<file path="src/rtl/lp_control_unit_v2.sv">
// Low-power instruction control unit: registered opcode decode, memory-wait stall and idle sleep.
// Optional statistics counters are built when LP_CONTROL_UNIT_STATS_EN is defined.
module lp_control_unit_v2 #(
    parameter int OPW        = 4,
    parameter int IDLE_LIMIT = 8,
    parameter int CNTW       = 16
) (
    input  logic            clk,
    input  logic            rst,
    input  logic [OPW-1:0]  opcode,
    input  logic            valid,
    output logic            ready,
    input  logic            mem_done,
    output logic            out_valid,
    output logic            reg_write,
    output logic            mem_read,
    output logic            mem_write,
    output logic            alu_src,
    output logic            branch,
    output logic            jump,
    output logic [2:0]      alu_op,
    output logic            illegal,
    output logic            sleep
`ifdef LP_CONTROL_UNIT_STATS_EN
    ,
    output logic [CNTW-1:0] instr_cnt,
    output logic [CNTW-1:0] illegal_cnt
`endif
);

    typedef enum logic [1:0] {
        ST_ACTIVE   = 2'd0,
        ST_MEM_WAIT = 2'd1,
        ST_SLEEP    = 2'd2
    } state_t;

    typedef struct packed {
        logic       reg_write;
        logic       mem_read;
        logic       mem_write;
        logic       alu_src;
        logic       branch;
        logic       jump;
        logic [2:0] alu_op;
    } ctrl_t;

    localparam int IDW = (IDLE_LIMIT < 1) ? 1 : $clog2(IDLE_LIMIT + 1);

    state_t         state_q, state_d;
    logic [IDW-1:0] idle_cnt_q, idle_cnt_d;
    ctrl_t          ctrl_q, ctrl_d, dec_ctrl;
    logic           out_valid_q, out_valid_d;
    logic           illegal_q, illegal_d;
    logic           accept, dec_illegal, dec_is_mem, idle_hit;

    assign accept = valid && ready;

    // Any set bit above bit 3 makes the opcode illegal regardless of the low nibble.
    always_comb begin
        // NOTE: every signal gets a default first so no path can infer a latch.
        dec_ctrl    = '0;
        dec_illegal = 1'b0;
        if ((opcode >> 4) != '0) begin
            dec_illegal = 1'b1;
        end else begin
            case (opcode[3:0])
                4'h0:    dec_ctrl = ctrl_t'(9'b000000_000);
                4'h1:    dec_ctrl = ctrl_t'(9'b100000_000);
                4'h2:    dec_ctrl = ctrl_t'(9'b100000_001);
                4'h3:    dec_ctrl = ctrl_t'(9'b100000_010);
                4'h4:    dec_ctrl = ctrl_t'(9'b100000_011);
                4'h5:    dec_ctrl = ctrl_t'(9'b100000_100);
                4'h6:    dec_ctrl = ctrl_t'(9'b110100_000);
                4'h7:    dec_ctrl = ctrl_t'(9'b001100_000);
                4'h8:    dec_ctrl = ctrl_t'(9'b000010_001);
                4'h9:    dec_ctrl = ctrl_t'(9'b000001_000);
                4'hA:    dec_ctrl = ctrl_t'(9'b100000_101);
                4'hB:    dec_ctrl = ctrl_t'(9'b100000_110);
                default: dec_illegal = 1'b1;
            endcase
        end
    end

    assign dec_is_mem = dec_ctrl.mem_read || dec_ctrl.mem_write;
    assign idle_hit   = (IDLE_LIMIT != 0) && (idle_cnt_q == IDW'(IDLE_LIMIT - 1));

    always_ff @(posedge clk) begin
        // NOTE: sequential state uses non-blocking assignments only.
        if (rst) begin
            state_q <= ST_ACTIVE;
        end else begin
            state_q <= state_d;
        end
    end

    always_comb begin
        state_d = state_q;
        case (state_q)
            ST_ACTIVE: begin
                if (accept && dec_is_mem) begin
                    state_d = ST_MEM_WAIT;
                end else if (!accept && idle_hit) begin
                    state_d = ST_SLEEP;
                end
            end
            ST_MEM_WAIT: if (mem_done) state_d = ST_ACTIVE;
            ST_SLEEP:    if (valid)    state_d = ST_ACTIVE;
            default:     state_d = ST_ACTIVE;
        endcase
    end

    always_comb begin
        ready = (state_q == ST_ACTIVE);
        sleep = (state_q == ST_SLEEP);
    end

    // Idle count clears on accept and whenever the FSM re-enters ACTIVE, and saturates at the limit.
    always_comb begin
        idle_cnt_d = idle_cnt_q;
        if (accept || (state_q != ST_ACTIVE && state_d == ST_ACTIVE)) begin
            idle_cnt_d = '0;
        end else if (state_q == ST_ACTIVE && IDLE_LIMIT != 0 && idle_cnt_q != IDW'(IDLE_LIMIT)) begin
            idle_cnt_d = idle_cnt_q + 1'b1;
        end
    end

    always_comb begin
        ctrl_d      = accept ? dec_ctrl : ctrl_q;
        out_valid_d = accept;
        illegal_d   = accept && dec_illegal;
    end

    always_ff @(posedge clk) begin
        if (rst) begin
            idle_cnt_q  <= '0;
            ctrl_q      <= '0;
            out_valid_q <= 1'b0;
            illegal_q   <= 1'b0;
        end else begin
            idle_cnt_q  <= idle_cnt_d;
            ctrl_q      <= ctrl_d;
            out_valid_q <= out_valid_d;
            illegal_q   <= illegal_d;
        end
    end

    assign reg_write = ctrl_q.reg_write;
    assign mem_read  = ctrl_q.mem_read;
    assign mem_write = ctrl_q.mem_write;
    assign alu_src   = ctrl_q.alu_src;
    assign branch    = ctrl_q.branch;
    assign jump      = ctrl_q.jump;
    assign alu_op    = ctrl_q.alu_op;
    assign out_valid = out_valid_q;
    assign illegal   = illegal_q;

`ifdef LP_CONTROL_UNIT_STATS_EN
    logic [CNTW-1:0] instr_cnt_q, instr_cnt_d;
    logic [CNTW-1:0] illegal_cnt_q, illegal_cnt_d;

    always_comb begin
        instr_cnt_d   = instr_cnt_q + CNTW'(accept);
        illegal_cnt_d = illegal_cnt_q + CNTW'(accept && dec_illegal);
    end

    always_ff @(posedge clk) begin
        if (rst) begin
            instr_cnt_q   <= '0;
            illegal_cnt_q <= '0;
        end else begin
            instr_cnt_q   <= instr_cnt_d;
            illegal_cnt_q <= illegal_cnt_d;
        end
    end

    assign instr_cnt   = instr_cnt_q;
    assign illegal_cnt = illegal_cnt_q;
`endif

endmodule
</file>
<file path="config.mk">
export PLATFORM = sky130hd
export DESIGN_NAME = lp_control_unit_v2
export DESIGN_NICKNAME = d
export VERILOG_FILES = /design/src/rtl/lp_control_unit_v2.sv
export SDC_FILE = /design/constraint.sdc
export NUM_CORES = 1
export LEC_CHECK = 0
export ABC_CLOCK_PERIOD_IN_PS = 2130
export CAP_MARGIN = 15
export CORE_MARGIN = 2
export CORE_UTILIZATION = 40
export DETAILED_ROUTE_END_ITERATION = 8
export PLACE_DENSITY = 0.78
export SYNTH_ARGS = -nofsm -noshare
export SYNTH_HDL_FRONTEND = slang
export SYNTH_SLANG_ARGS = --single-unit
</file>
<file path="constraint.sdc">
create_clock -name clk -period 2.13 [get_ports clk]
set_clock_uncertainty 0.2 [all_clocks]
set_input_delay 0.3195 -clock clk [delete_from_list [all_inputs] [get_ports clk]]
set_output_delay 0.3195 -clock clk [all_outputs]
set_load 0.02 [all_outputs]
</file>
==> flow_metrics.py, run 1 <==
metrics = {
    "routing": {
        "wl_per_cell_um": 11.6,
        "vias_per_cell": 5.22,
        "top_layer": "met4",
        "wl_um": 1650,
        "postRouteAntennaNets": 0,
        "drc_errors": 0,
        "dr_wl_met3_um": 74,
        "wl_met1_um": 767,
        "dr_total_vias": 747,
        "firstDrtPassIters": 4,
        "first_iter_violations": 8,
        "route.met2.wl_um": 776,
    },
    "clock_tree": {
        "cts_max_level": 1,
        "clk_pin_slew_worst_paths_ps": 100,
        "cts_hold_buf": 0,
        "clk_path_buf_depth": 2,
        "clock-sinks": 17,
        "post_cts.repair.setup_buffers": 0,
        "cts_tree": "done",
        "ctsResizeCount": 1,
        "cts_root_buf": "clkbuf_4",
        "clkLatencyLatePin_ps": 290,
        "cts_made_buffers": 3,
    },
    "run_status": {
        "status": "completed",
    },
    "synthesis": {
        "async_flop_share_pct": 0,
        "netlist.area_leader.share_pct": 43.9,
        "synth_warnings": 0,
        "ys_seq_area_share_pct": 43.9,
        "ys_ff_latch": 17,
        "synth.distinct_cells": 34,
        "yosys-top-cells-area": "dfxtp_1, a21oi_1, nand2_1",
        "synth.net_count": 100,
        "yosys.area.top_type": "dfxtp_1",
        "synthCells": 90,
        "synth_area_per_cell_um2": 8.62,
        "synth_ff_type": "dfxtp_1",
        "synth_edf_count": 0,
        "netlist_area_um2": 776,
    },
    "grt": {
        "grt_pass1_wl_um": 2620,
        "grt_pass1_vias": 642,
        "antenna_found_initial": 0,
        "overflow": 0,
        "track_usage_pct": 16.8,
        "grt_max_degree": 11,
    },
    "setup_path": {
        "worstPathArrival_ps": 1530,
        "critPathKind": "reg -> out",
        "critPathRequiredTime_ps": 1610,
        "path_max_fanout": 7,
        "endpoint_kind": "output pin",
        "critPathLaunchType": "flop",
    },
    "power": {
        "irDropWorstVdd_uv": 323,
        "power.density_nw_per_um2": 562,
        "p_leak_nw": 0.401,
    },
    "sta": {
        "drv_slew": 0,
        "rsz0062_at_grt": "no",
        "finalHoldViolations": 0,
        "setup_viol": 0,
        "fin_crit_sh_pct": 96.2,
        "relSlewSlack_pct": 78.0,
        "fmax_mhz": 488,
        "tns_ps": 0,
        "max_slew.worst_pin.slew_ps": 330,
        "fin_crit_ps": 2050,
    },
    "final_layout": {
        "register_area_um2": 340,
        "drive_gt1_share_pct": 12.7,
        "n_fill_cell": 161,
        "area_growth_pct": 38.4,
        "multi_input_area_um2": 404,
        "stdcell_area_um2": 1070,
        "nets": 129,
        "diodes": 0,
    },
    "floorplanning": {
        "initial_core_util_pct": 43.5,
        "die_area_um2": 2310,
        "rows": 15,
        "die_h_um": 48.0,
        "coreArea_um2": 1780,
        "die_x_um": 48.0,
        "io_pins": 21,
    },
    "placement": {
        "io_buffers": 20,
        "place.gp.congestion": 0.802,
        "place_hpwl_um": 1240,
        "dpl-instance-area_um2": 1050,
    },
    "flow_run": {
        "maxCapViolCount": 0,
    },
    "min_path": {
        "min_path_type": "reg -> reg",
    },
}
==> sequential cells by signal, indices dropped and copies added, names as in the netlist <==
register and flops:
idle_cnt_q 4, mem_read 1, illegal 1, out_valid 1, branch 1, alu_src 1, jump 1, reg_write 1
state_q 2, alu_op 3, mem_write 1
==> worst max-delay path: stages, from the launching register on <==
cell             delay (ps)
dfxtp_1                 320
buf_4                   150
and2b_2                 200
clkdlybuf4s50_1         590
==> per-layer routing <==
metal,track usage [%],vias to the layer above
li1,-,380
met1,20.3,338
met2,26.7,25
met3,3.40,4
met4,11.4,0
met5,0,-
==> layout make-up <==
type                       instances  share of cell area, %
inverter                           5                   1.75
tap                               25                   2.91
sequential                        17                   31.7
multi-input combinational         65                   37.6
timing repair buffer              27                   23.4
clock buffer                       3                   2.10
clock inverter                     1                  0.466
==> cells in the final DEF (no fill, tap or decap), types with 3 or more instances in the layout <==
cell,Yosys,layout
a211oi_1,3,3
a21oi_1,9,9
buf_4,0,7
clkbuf_4,0,3
clkdlybuf4s50_1,0,19
dfxtp_1,17,17
inv_1,5,5
nand2_1,7,7
nand3_1,3,3
nor2_1,7,7
o21ai_0,5,5
==> through the flow <==
step | cells | power [mW] | worst slack (ps) | utilization (%) | hold WS, ps
after floorplan | 90 | 0.391 | 391 | - | 198
after global placement | 139 | 0.440 | 74.0 | 58.7 | 239
after detailed placement | 139 | 0.443 | 42.9 | 58.7 | 247
after CTS | 143 | 0.614 | 61.0 | 60.2 | 263
after global routing | 143 | 0.638 | 9.00 | 60.2 | 280
final | 143 | 0.604 | 81.2 | 60.2 | 257
==> power by group <==
part           switching, mW  internal (mW)  total, mW
Sequential           0.00582          0.328      0.334
Clock                 0.0983         0.0699      0.168
Combinational         0.0508         0.0504      0.101
Total                  0.155          0.449      0.604
==> path summary, 6_finish.rpt <==
kind	start	endpoint	slack, ps	cells after the start
worst max register to register	state_q[0]$_SDFF_PP0_	alu_op[0]$_SDFFE_PP0P_	350	4
worst min register to register	mem_read$_SDFFE_PP0P_	mem_read$_SDFFE_PP0P_	260	2
worst min-delay path	mem_read$_SDFFE_PP0P_	mem_read$_SDFFE_PP0P_	260	2
worst max-delay path	state_q[0]$_SDFF_PP0_	sleep	80	3
==> Yosys cell counts (2+ instances only) <==
| cell | instances |
|---|---|
| nor2_1 | 7 |
| or3_1 | 2 |
| nand4b_1 | 2 |
| a31oi_1 | 2 |
| dfxtp_1 | 17 |
| o21bai_1 | 2 |
| inv_1 | 5 |
| nand3_1 | 3 |
| o21ai_0 | 5 |
| nor2b_1 | 2 |
| ha_1 | 2 |
| nor3b_1 | 2 |
| a211oi_1 | 3 |
| nand2_1 | 7 |
| a21oi_1 | 9 |
| clkbuf_1 | 2 |
==> cell families (layout without fill, tap and decap cells) <==
| logic type | count (synthesis) | after routing | share of synthesized area [%] |
|---|---|---|---|
| DFF | 17 | 17 | 43.9 |
| and+or+nand+nor | 38 | 38 | 29.0 |
| adders and majority gates | 2 | 2 | 3.23 |
| buffers and inverters | 8 | 36 | 4.03 |
| AOI/OAI and AO/OA | 25 | 25 | 19.8 |
No activity file was read; power rests on OpenSTA's default activity.
==> inputs of run 2 (changes only) <==
CORE_ASPECT_RATIO = 0.7   (was not set)
==> run 2 against run 1 <==
  * Core utilization decreased by 1.9 points
  * Clock power grew 6%
  * Worst setup slack worse by 18 ps
  * Flip-flop and latch count stayed put
  * Critical endpoint unchanged
  * Highest routed layer is now met3
==> flow_metrics.py, run 2 (same netlist as run 1, synthesis figures left out) <==
metrics = {
    "clock_tree": {
        "ctsResizeCount": 1,
        "clk_path_buf_depth": 2,
        "cts_root_buf": "clkbuf_4",
        "cts_max_level": 1,
        "post_cts.repair.setup_buffers": 0,
        "clk_pin_slew_worst_paths_ps": 110,
        "cts_tree": "done",
        "clock-sinks": 17,
        "cts_hold_buf": 0,
        "clkLatencyLatePin_ps": 290,
        "cts_made_buffers": 3,
    },
    "sta": {
        "fmax_mhz": 484,
        "drv_slew": 0,
        "max_slew.worst_pin.slew_ps": 365,
        "setup_viol": 0,
        "fin_crit_ps": 2070,
        "fin_crit_sh_pct": 97.0,
        "relSlewSlack_pct": 75.6,
        "finalHoldViolations": 0,
        "tns_ps": 0,
        "rsz0062_at_grt": "no",
    },
    "grt": {
        "track_usage_pct": 15.9,
        "grt_pass1_vias": 669,
        "overflow": 0,
        "grt_pass1_wl_um": 2830,
        "antenna_found_initial": 0,
        "grt_max_degree": 12,
    },
    "final_layout": {
        "stdcell_area_um2": 1070,
        "diodes": 0,
        "register_area_um2": 340,
        "nets": 129,
        "final_cell_mix": "clkdlybuf4s50_1, dfxtp_1, a21oi_1",
        "multi_input_area_um2": 404,
        "area_growth_pct": 38.2,
        "n_fill_cell": 179,
        "largest_register_ffs": 4,
        "final_common_cell": "clkdlybuf4s50_1",
        "regMostFlops": "idle_cnt_q",
        "drive_gt1_share_pct": 12.7,
        "stdcell_count": 140,
    },
    "routing": {
        "first_iter_violations": 23,
        "postRouteAntennaNets": 0,
        "wl_um": 1760,
        "wl_per_cell_um": 12.6,
        "vias_per_cell": 5.40,
        "dr_total_vias": 756,
        "drc_errors": 0,
        "firstDrtPassIters": 4,
    },
    "power": {
        "netSwitchingFraction_pct": 26.8,
        "intPower_mw": 0.450,
        "irDropWorstVdd_uv": 277,
        "pwr-share-clk_pct": 28.9,
        "p_comb_share_pct": 16.6,
        "seq_power_share_pct": 54.5,
        "p_leak_nw": 0.397,
        "power.density_nw_per_um2": 573,
        "switchingPower_mw": 0.164,
    },
    "floorplanning": {
        "die_area_um2": 2310,
        "rows": 13,
        "initial_core_util_pct": 42.2,
        "die_x_um": 56.6,
        "coreArea_um2": 1840,
        "io_pins": 21,
        "die_h_um": 40.8,
    },
    "setup_path": {
        "path_max_fanout": 7,
        "worst-r2r-setup-slack_ps": 340,
        "endpoint_kind": "output pin",
        "worstPathArrival_ps": 1550,
        "critPathLaunchType": "flop",
        "critPathKind": "reg -> out",
        "critPathRequiredTime_ps": 1610,
    },
    "min_path": {
        "min_path_type": "reg -> reg",
    },
    "flow_run": {
        "maxCapViolCount": 0,
    },
    "placement": {
        "place_hpwl_um": 1360,
        "dpl-instance-area_um2": 1040,
        "post-place-cells": 136,
        "place.gp.congestion": 0.829,
        "io_buffers": 20,
    },
    "run_status": {
        "status": "completed",
    },
}
==> run 2: worst paths after layout <==
path,cells past startpoint,to,from
hold / removal,2,mem_write$_SDFFE_PP0P_,mem_write$_SDFFE_PP0P_
setup / recovery,3,sleep,state_q[0]$_SDFF_PP0_
hold reg to reg,2,mem_write$_SDFFE_PP0P_,mem_write$_SDFFE_PP0P_
setup reg to reg,4,alu_op[0]$_SDFFE_PP0P_,state_q[0]$_SDFF_PP0_
==> run 2: critical path, stage by stage, from the launching register on <==
cell             delay, ps
dfxtp_1                320
buf_4                  150
and2b_2                200
clkdlybuf4s50_1        590
==> run 2: layer usage <==
layer / GRT usage [%] / vias up / wire, um
li1: - / 384 / -
met1: 21.3 / 352 / 873
met2: 27.9 / 20 / 826
met3: 2.84 / 0 / 62
met4: 2.98 / 0 / 0
met5: 0 / - / 0
==> run 2: layout make-up <==
type	count	share of cell area (%)
timing repair buffer	27	23.5
clock buffer	3	2.10
tap	22	2.57
multi-input combinational	65	37.7
sequential	17	31.7
inverter	5	1.75
clock inverter	1	0.700
==> run 2: metrics by stage <==
step           power (mW)  setup WS, ps  hold WS (ps)  utilization (%)
2_1_floorplan       0.391           391           198                -
3_3_place_gp        0.440          65.2           240             56.8
3_5_place_dp        0.443          36.5           242             56.8
4_1_cts             0.617          54.8           256             58.3
5_1_grt             0.644          1.91           276             58.3
6_report            0.614          63.1           254             58.3
==> run 2: power by group through the flow <==
stage / Clock, mW / Combinational [mW] / Sequential, mW
6_report: 0.178 / 0.102 / 0.335
5_1_grt: 0.197 / 0.111 / 0.336
4_1_cts: 0.181 / 0.101 / 0.335
3_5_place_dp: 0 / 0.101 / 0.342
3_3_place_gp: 0 / 0.0988 / 0.342
2_1_floorplan: 0 / 0.0399 / 0.351
==> inputs of run 3 (changes only) <==
--- a/config.mk
+++ b/config.mk
@@ -13,2 +13,3 @@
 export DETAILED_ROUTE_END_ITERATION = 8
+export HOLD_SLACK_MARGIN = 0.02
 export PLACE_DENSITY = 0.78
==> constraint.sdc (replaced) <==
create_clock -name clk -period 2.13 [get_ports clk]
set_clock_uncertainty 0.2 [all_clocks]
set_input_delay 0.213 -clock clk [delete_from_list [all_inputs] [get_ports clk]]
set_output_delay 0.213 -clock clk [all_outputs]
set_load 0.02 [all_outputs]
==> run 3 against run 2 <==
  * Sequential share of layout area up 0.53 points
  * Power down 0.94%
  * Routed wire length decreased by 4.5%
  * Design area fell by 1.6%
  * Core utilization is 0.95 points lower
  * Largest power group unchanged
==> flow_metrics.py, run 3 (same netlist as run 1, synthesis figures left out) <==
metrics = {
    "final_layout": {
        "nets": 127,
        "drive_gt1_share_pct": 11.2,
        "final_cell_mix": "clkdlybuf4s50_1, dfxtp_1, a21oi_1",
        "final_common_cell": "clkdlybuf4s50_1",
        "regMostFlops": "idle_cnt_q",
        "n_fill_cell": 179,
        "area_growth_pct": 36.0,
        "stdcell_count": 138,
        "stdcell_area_um2": 1050,
        "diodes": 0,
        "largest_register_ffs": 4,
        "utilization_pct": 57.4,
    },
    "sta": {
        "drv_slew": 0,
        "fmax_mhz": 518,
        "max_slew.worst_pin.slew_ps": 375,
        "tns_ps": 0,
        "fin_crit_sh_pct": 90.6,
        "rsz0062_at_grt": "no",
        "finalHoldWorstSlack_ps": 253,
        "finalHoldViolations": 0,
        "relSlewSlack_pct": 75.0,
        "fin_crit_ps": 1930,
        "setup_viol": 0,
        "setup_ws_ps": 201,
    },
    "floorplanning": {
        "die_h_um": 40.8,
        "die_x_um": 56.6,
        "rows": 13,
        "die_area_um2": 2310,
        "initial_core_util_pct": 42.2,
        "io_pins": 21,
        "coreArea_um2": 1840,
    },
    "power": {
        "p_leak_nw": 0.391,
        "power.density_nw_per_um2": 577,
        "irDropWorstVdd_uv": 454,
        "total_power_mw": 0.608,
    },
    "min_path": {
        "hold-path-endpoint": "jump$_SDFFE_PP0P_",
        "hold-path-cell-count": 2,
        "min_from": "jump$_SDFFE_PP0P_",
        "min_path_type": "reg -> reg",
    },
    "routing": {
        "firstDrtPassIters": 4,
        "first_iter_violations": 9,
        "dr_total_vias": 736,
        "drc_errors": 0,
        "postRouteAntennaNets": 0,
        "wl_per_cell_um": 12.2,
        "wl_um": 1680,
        "vias_per_cell": 5.33,
    },
    "clock_tree": {
        "clk_pin_slew_worst_paths_ps": 90,
        "cts_tree": "done",
        "clock-sinks": 17,
        "clkLatencyLatePin_ps": 300,
        "cts_made_buffers": 3,
        "cts_root_buf": "clkbuf_4",
        "clk_path_buf_depth": 2,
        "cts_max_level": 1,
    },
    "grt": {
        "grt_max_degree": 11,
        "grt_pass1_wl_um": 2680,
        "antenna_found_initial": 0,
        "overflow": 0,
        "grt_pass1_vias": 612,
        "track_usage_pct": 15.5,
    },
    "setup_path": {
        "worstPathArrival_ps": 1520,
        "critPathLaunchType": "flop",
        "crit_path_cell_trace": "or2_2, inv_1, dlygate4sd2_1",
        "max_stage_delay_ps": 380,
        "critPathKind": "reg -> out",
        "path_max_fanout": 8,
        "crit_slowest_cell": "dfxtp_1",
        "critPathRequiredTime_ps": 1720,
        "r2r-end": "alu_op[0]$_SDFFE_PP0P_",
        "crit_buf_inv": 2,
        "endpoint_kind": "output pin",
        "path_delay_family": "buffers and inverters",
        "worst-r2r-setup-slack_ps": 380,
        "rr_worst_depth": 4,
        "timing.rr.start": "state_q[1]$_SDFF_PP0_",
    },
    "placement": {
        "dpl-instance-area_um2": 1030,
        "place_hpwl_um": 1270,
        "dp_slack_ps": 95.2,
        "place.gp.congestion": 0.828,
        "io_buffers": 20,
        "post-place-cells": 134,
    },
    "flow_run": {
        "maxCapViolCount": 0,
    },
    "run_status": {
        "status": "completed",
    },
}
[run 3: changes by cell type in the layout (fill, tap and decap cells not counted), sizes merged]
cell / delta
clkinvlp: -1
clkinv: +1
buf: -2
[run 3: how the worst max path moves through the flow]
stage | startpoint | end | slack, ps | cells after the start
after global placement | valid | alu_op[0]$_SDFFE_PP0P_ | 140 | 4
after detailed placement | valid | alu_op[0]$_SDFFE_PP0P_ | 100 | 4
after global routing | state_q[0]$_SDFF_PP0_ | ready | 110 | 3
after floorplan | state_q[0]$_SDFF_PP0_ | alu_op[0]$_SDFFE_PP0P_ | 390 | 4
after CTS | state_q[0]$_SDFF_PP0_ | ready | 200 | 3
final | state_q[0]$_SDFF_PP0_ | ready | 200 | 3
[run 3: metal layers]
layer | routed length, um | global-route usage [%]
met1 | 831 | 19.9
met2 | 765 | 24.7
met3 | 86 | 5.99
met4 | 0 | 4.76
met5 | 0 | 0
[run 3: cell type report]
class | instances | area, um^2 | area share [%]
multi-input combinational | 65 | 404 | 38.3
sequential | 17 | 340 | 32.3
timing repair buffer | 25 | 236 | 22.4
tap | 22 | 27.5 | 2.61
clock buffer | 3 | 22.5 | 2.14
inverter | 5 | 18.8 | 1.78
clock inverter | 1 | 5.00 | 0.474
[run 3: power by group]
part | switching (mW) | internal, mW
logic | 0.0499 | 0.0485
clock network | 0.105 | 0.0700
registers | 0.00676 | 0.328
[run 3: what timing repair did]
action | CTS | global route
gates resized for setup | 1 | 0
setup endpoints to repair | 1 | 0
buffers inserted | 0 | 0
hold buffers | 0 | 0
[run 3: tightest hold or removal path, cell delays in order, from the launching register on]
cell	delay, ps
dfxtp_1	320
nand2_1	50
a21oi_1	50
